**config.mk**
```make
export PLATFORM = sky130hd
export DESIGN_NAME = mem_port_arbiter
export DESIGN_NICKNAME = d
export VERILOG_FILES = /design/src/rtl/mem_port_arbiter.sv
export SDC_FILE = /design/constraint.sdc
export NUM_CORES = 1
export LEC_CHECK = 0
export CAP_MARGIN = 10
export CORE_ASPECT_RATIO = 0.9
export CORE_MARGIN = 2
export CORE_UTILIZATION = 35
export DETAILED_ROUTE_END_ITERATION = 6
export PLACE_DENSITY = 0.73
export SLEW_MARGIN = 20
export SYNTH_ARGS = -nofsm -noshare
export SYNTH_HDL_FRONTEND = slang
export SYNTH_SLANG_ARGS = --single-unit
export TNS_END_PERCENT = 50
```
**constraint.sdc**
```tcl
create_clock -name clk -period 2.75 [get_ports clk]
set_input_delay 0.275 -clock clk [delete_from_list [all_inputs] [get_ports clk]]
set_output_delay 0.275 -clock clk [all_outputs]
set_load 0.1 [all_outputs]
```
**src/rtl/mem_port_arbiter.sv**
```systemverilog
// mem_port_arbiter
//   Shares one single-ported unified memory between the instruction-fetch
//   path and the load/store path. Each granted access walks
//   IDLE -> ISSUE -> WAIT (MEM_LAT cycles) -> RESP -> IDLE, returns read
//   data with a one-cycle acknowledge, and drives cpu_stall while a
//   request is outstanding.
//
// Ports
//   clk, reset          : rising-edge clock, asynchronous active-low reset
//   if_req/if_addr      : fetch request (level, held until if_ack)
//   if_ack/if_rdata     : fetch done pulse and fetched instruction
//   d_req/d_we/d_type/d_addr/d_wdata : data request (level, held until d_ack)
//   d_ack/d_rdata       : data done pulse and load data
//   mem_en/mem_we/mem_type/mem_addr/mem_wdata : memory macro command
//   mem_rdata           : memory read data, valid MEM_LAT cycles after issue
//   busy                : arbiter not idle
//   cpu_stall           : a request is pending and not being acknowledged
module mem_port_arbiter #(
  parameter int ADDR_W          = 32,
  parameter int DATA_W          = 32,
  parameter int MEM_LAT         = 1,
  parameter int MAX_DATA_STREAK = 4
) (
  input  logic              clk,
  input  logic              reset,
  input  logic              if_req,
  input  logic [ADDR_W-1:0] if_addr,
  output logic              if_ack,
  output logic [DATA_W-1:0] if_rdata,
  input  logic              d_req,
  input  logic              d_we,
  input  logic [2:0]        d_type,
  input  logic [ADDR_W-1:0] d_addr,
  input  logic [DATA_W-1:0] d_wdata,
  output logic              d_ack,
  output logic [DATA_W-1:0] d_rdata,
  output logic              mem_en,
  output logic              mem_we,
  output logic [2:0]        mem_type,
  output logic [ADDR_W-1:0] mem_addr,
  output logic [DATA_W-1:0] mem_wdata,
  input  logic [DATA_W-1:0] mem_rdata,
  output logic              busy,
  output logic              cpu_stall
);

  localparam int STREAK_W = $clog2(MAX_DATA_STREAK + 1);
  localparam logic [STREAK_W-1:0] STREAK_MAX = STREAK_W'(MAX_DATA_STREAK);
  localparam logic [3:0] LAT = 4'(MEM_LAT);

  typedef enum logic [1:0] {IDLE, ISSUE, WAIT, RESP} state_t;

  state_t               state_reg, state_next;
  logic                 grant_data, grant_fetch;
  logic [STREAK_W-1:0]  streak_reg;
  logic [3:0]           wait_cnt_reg;
  logic                 sel_data_reg;  // 1 = current access belongs to the data port
  logic                 store_reg;     // current access is a store

  // State register
  always_ff @(posedge clk or negedge reset) begin
    if (!reset) state_reg <= IDLE;
    else        state_reg <= state_next;
  end

  // Next-state and arbitration. Requests are only looked at in IDLE, so a
  // requester still holding req during its RESP cycle is never re-granted.
  always_comb begin
    state_next  = state_reg;
    grant_data  = 1'b0;
    grant_fetch = 1'b0;
    case (state_reg)
      IDLE: begin
        if (d_req && (!if_req || (streak_reg < STREAK_MAX))) begin
          grant_data = 1'b1;
          state_next = ISSUE;
        end else if (if_req) begin
          grant_fetch = 1'b1;
          state_next  = ISSUE;
        end
      end
      ISSUE:   state_next = WAIT;
      WAIT:    if (wait_cnt_reg == 4'd1) state_next = RESP;
      RESP:    state_next = IDLE;
      default: state_next = IDLE;
    endcase
  end

  // Datapath: command latch, wait counter, read-data capture and acks.
  // All memory-side and ack outputs are registered; strobes default low so
  // each is a single-cycle pulse.
  always_ff @(posedge clk or negedge reset) begin
    if (!reset) begin
      streak_reg   <= '0;
      wait_cnt_reg <= '0;
      sel_data_reg <= 1'b0;
      store_reg    <= 1'b0;
      if_ack       <= 1'b0;
      d_ack        <= 1'b0;
      if_rdata     <= '0;
      d_rdata      <= '0;
      mem_en       <= 1'b0;
      mem_we       <= 1'b0;
      mem_type     <= '0;
      mem_addr     <= '0;
      mem_wdata    <= '0;
    end else begin
      if_ack <= 1'b0;
      d_ack  <= 1'b0;
      mem_en <= 1'b0;
      mem_we <= 1'b0;
      case (state_reg)
        IDLE: begin
          if (grant_data) begin
            sel_data_reg <= 1'b1;
            store_reg    <= d_we;
            mem_en       <= 1'b1;
            mem_we       <= d_we;
            mem_type     <= d_type;
            mem_addr     <= d_addr;
            mem_wdata    <= d_wdata;
            // Only a data grant that actually makes fetch wait counts
            // towards the streak; saturate so the fetch stays forced.
            if (if_req && (streak_reg < STREAK_MAX))
              streak_reg <= streak_reg + 1'b1;
          end else if (grant_fetch) begin
            sel_data_reg <= 1'b0;
            store_reg    <= 1'b0;
            mem_en       <= 1'b1;
            mem_type     <= 3'b010;
            mem_addr     <= if_addr;
            streak_reg   <= '0;
          end
        end
        ISSUE: wait_cnt_reg <= LAT;
        WAIT: begin
          wait_cnt_reg <= wait_cnt_reg - 1'b1;
          if (wait_cnt_reg == 4'd1) begin
            if (!sel_data_reg) begin
              if_rdata <= mem_rdata;
              if_ack   <= 1'b1;
            end else begin
              if (!store_reg) d_rdata <= mem_rdata;
              d_ack <= 1'b1;
            end
          end
        end
        default: ;
      endcase
    end
  end

  assign busy      = (state_reg != IDLE);
  assign cpu_stall = (if_req & ~if_ack) | (d_req & ~d_ack);

endmodule

```
==> metrics.yaml <==
synth:
  synth_most_common_cell: "dfrtp_1"
  synth_simple_gate_area_frac: 0.0356
  synth_edf_count: 0
  syn_nets: 603
  synth_fa_ha_area_frac: 0.0101
  syn_area_per_cell_sq_um: 13.4
  ys_async_sr_fraction: 1.00
  ys_ff_latch: 146
  synthTopCellsByArea: "dfrtp_1 (59%), mux2_2 (12%), mux2_4 (7.3%)"
  yosys.area.top_type_share: 0.590
  synth_ff_type: "dfrtp_1"
  synth_top_family_by_area: "multiplexers"
  synthCells: 462
  synthMuxAreaShare: 0.196
  syn_area_sq_um: 6190
  synth_cell_types: 35
  synth-xor-area-share: 0
  synth_top_area_cell: "dfrtp_1"
  ys_top_cells_by_count: "dfrtp_1 (146), mux2_2 (68), o21ai_0 (35)"
  synth_seq_area_share: 0.590
  synth_warnings: 0
  synth_compound_area_frac: 0.124
layout:
  finalNetCount: 865
  antennaDiodeCount: 0
  fillers: 1491
  syn_to_final_growth_pct: 51.6
  final_core_util: 0.536
  drive_above_1_share: 0.382
grt:
  grt_pass1_vias: 4949
  grt_start_max_net_pins: 67
  overflow: 0
  grt_use_total: 0.176
  grt_pass1_wl_um: 25600
  antenna_found_initial: 0
clock_tree:
  tritoncts: "done"
  cts_sinks: 146
  htreeDepth: 4
  root_buffer: "clkbuf_16"
  cts_buffer_depth: 2
  cts_buffers: 17
  clk_latency_ps: 410
  cts.clk_slew.worst_paths_ps: 60
  cts_resized: 0
setup_path:
  cpMaxStageDelayCell: "or3_2"
  cp-startpoint: "wait_cnt_reg[1]"
  critPathLaunchType: "flip-flop"
  reg2reg_depth: 6
  cp_cell_sequence: "inv_1 -> ha_1 -> or3b_1 -> or3_2 -> buf_4 -> mux2_4"
  endpoint_kind: "flip-flop"
  crit_fanout: 32
  endpoint: "d_rdata[20]"
  r2r_slack_ps: 420
  critPathKind: "reg -> reg"
  path_buf_inv: 2
  critPathTopFamily: "simple AND/OR/NAND/NOR gates"
  cpPeakStageDelay_ps: 450
  critical_path_required_ps: 3040
  critPathArrivalTime_ps: 2610
  crit_cells: 6
  r2r-start: "wait_cnt_reg[1]"
  rr_endpoint: "d_rdata[20]"
floorplanning:
  io_pins: 273
  dieHeight_um: 130
  row_count: 46
  die_w_um: 144
  start_util: 0.354
  core_area_sq_um: 17500
  die_area_sq_um: 18800
timing:
  setup_ws_ps: 425
  fmax_mhz: 430
  tns_ps: 0
  final.setup_skew_ps: 8.07
  fin_crit_ps: 2330
  relSlewSlack: 0.335
  slew_violations: 0
  setup_violations: 0
  hold_viol: 0
  tightest_slew_ps: 995
  timing.final.crit_share: 0.846
  grt_setup_unrepaired: "no"
placement:
  gp_congestion: 0.801
  portBuffers: 272
  hpwl_um: 12200
  dp_slack_ps: 446
flow_run:
  maxCapViolCount: 0
detailed_routing:
  first_iter_violations: 213
  vias: 4838
  viasPerCell: 4.96
  ant_nets: 0
  detail_route.first_pass.iterations: 5
  drcViolationCount: 0
  wl_per_cell_um: 17.4
  wl_um: 17000
outcome:
  status: "finished, final reports clean"
hold_path:
  hold_class: "in -> async"
==> timing repair <==
item	CTS	global route
setup buffers	0	0
endpoints found under the hold margin	58	0
setup endpoints to repair	0	0
hold buffers	1	0
==> cells in the final DEF, fill, tap and decap left out, drive strengths merged, types with 2 or more instances in the layout <==
| cell | netlist | layout |
|---|---|---|
| buf | 18 | 149 |
| dfrtp | 146 | 146 |
| clkdlybuf4s50 | 0 | 134 |
| mux2 | 98 | 98 |
| o21ai | 35 | 35 |
| nor2 | 34 | 34 |
| o2111ai | 32 | 32 |
| a31oi | 32 | 32 |
| clkbuf | 23 | 19 |
| inv | 10 | 11 |
| clkinv | 1 | 6 |
| a22o | 5 | 5 |
| ha | 5 | 5 |
| nand2 | 4 | 4 |
| bufinv | 0 | 3 |
| clkinvlp | 0 | 3 |
| and2 | 2 | 2 |
| nor3 | 2 | 2 |
==> through the flow <==
step | area [sq um] | instances | hold slack (ps)
4_1_cts | 9380 | 976 | 417
5_1_grt | 9380 | 976 | 438
6_report | 9380 | 976 | 405
3_3_place_gp | 8780 | 944 | 293
2_1_floorplan | 6190 | 462 | -20.6
3_5_place_dp | 8780 | 944 | 292
==> worst min-delay path by stage <==
stage                startpoint           end  slack (ps)  cells past startpoint
floorplan                 reset         d_ack         -20                      0
global placement          reset   d_rdata[10]         290                      1
detailed placement        reset   d_rdata[10]         290                      1
CTS                       reset   d_rdata[10]         420                      2
global route        if_addr[23]  mem_addr[23]         440                      3
finish                    reset   d_rdata[10]         400                      2
==> layout make-up <==
class / instances / area, sq um / area share
well taps: 240 / 300 / 0.0320
flip-flops and latches: 146 / 3650 / 0.389
inverters: 11 / 41.3 / 0.00440
clock buffers: 19 / 433 / 0.0461
repair buffers: 284 / 2510 / 0.268
clock inverters: 12 / 158 / 0.0168
multi-input cells: 264 / 2290 / 0.244
==> cells by family (layout without fill, tap and decap cells) <==
logic type,count (synthesis),after routing
AND/OR/NAND/NOR,49,49
adder cells (fa/ha/maj),5,5
AO/OA/AOI/OAI,112,112
buffers and inverters,52,326
multiplexers,98,98
flip-flops,146,146
==> metal layers <==
layer,wire length [um],global-route usage
met1,6890,0.211
met2,8450,0.303
met3,1330,0.0495
met4,309,0.0691
met5,0,0
Power is not shown: default switching activity piles up to over one toggle a cycle in this logic, so the estimate is an artifact.
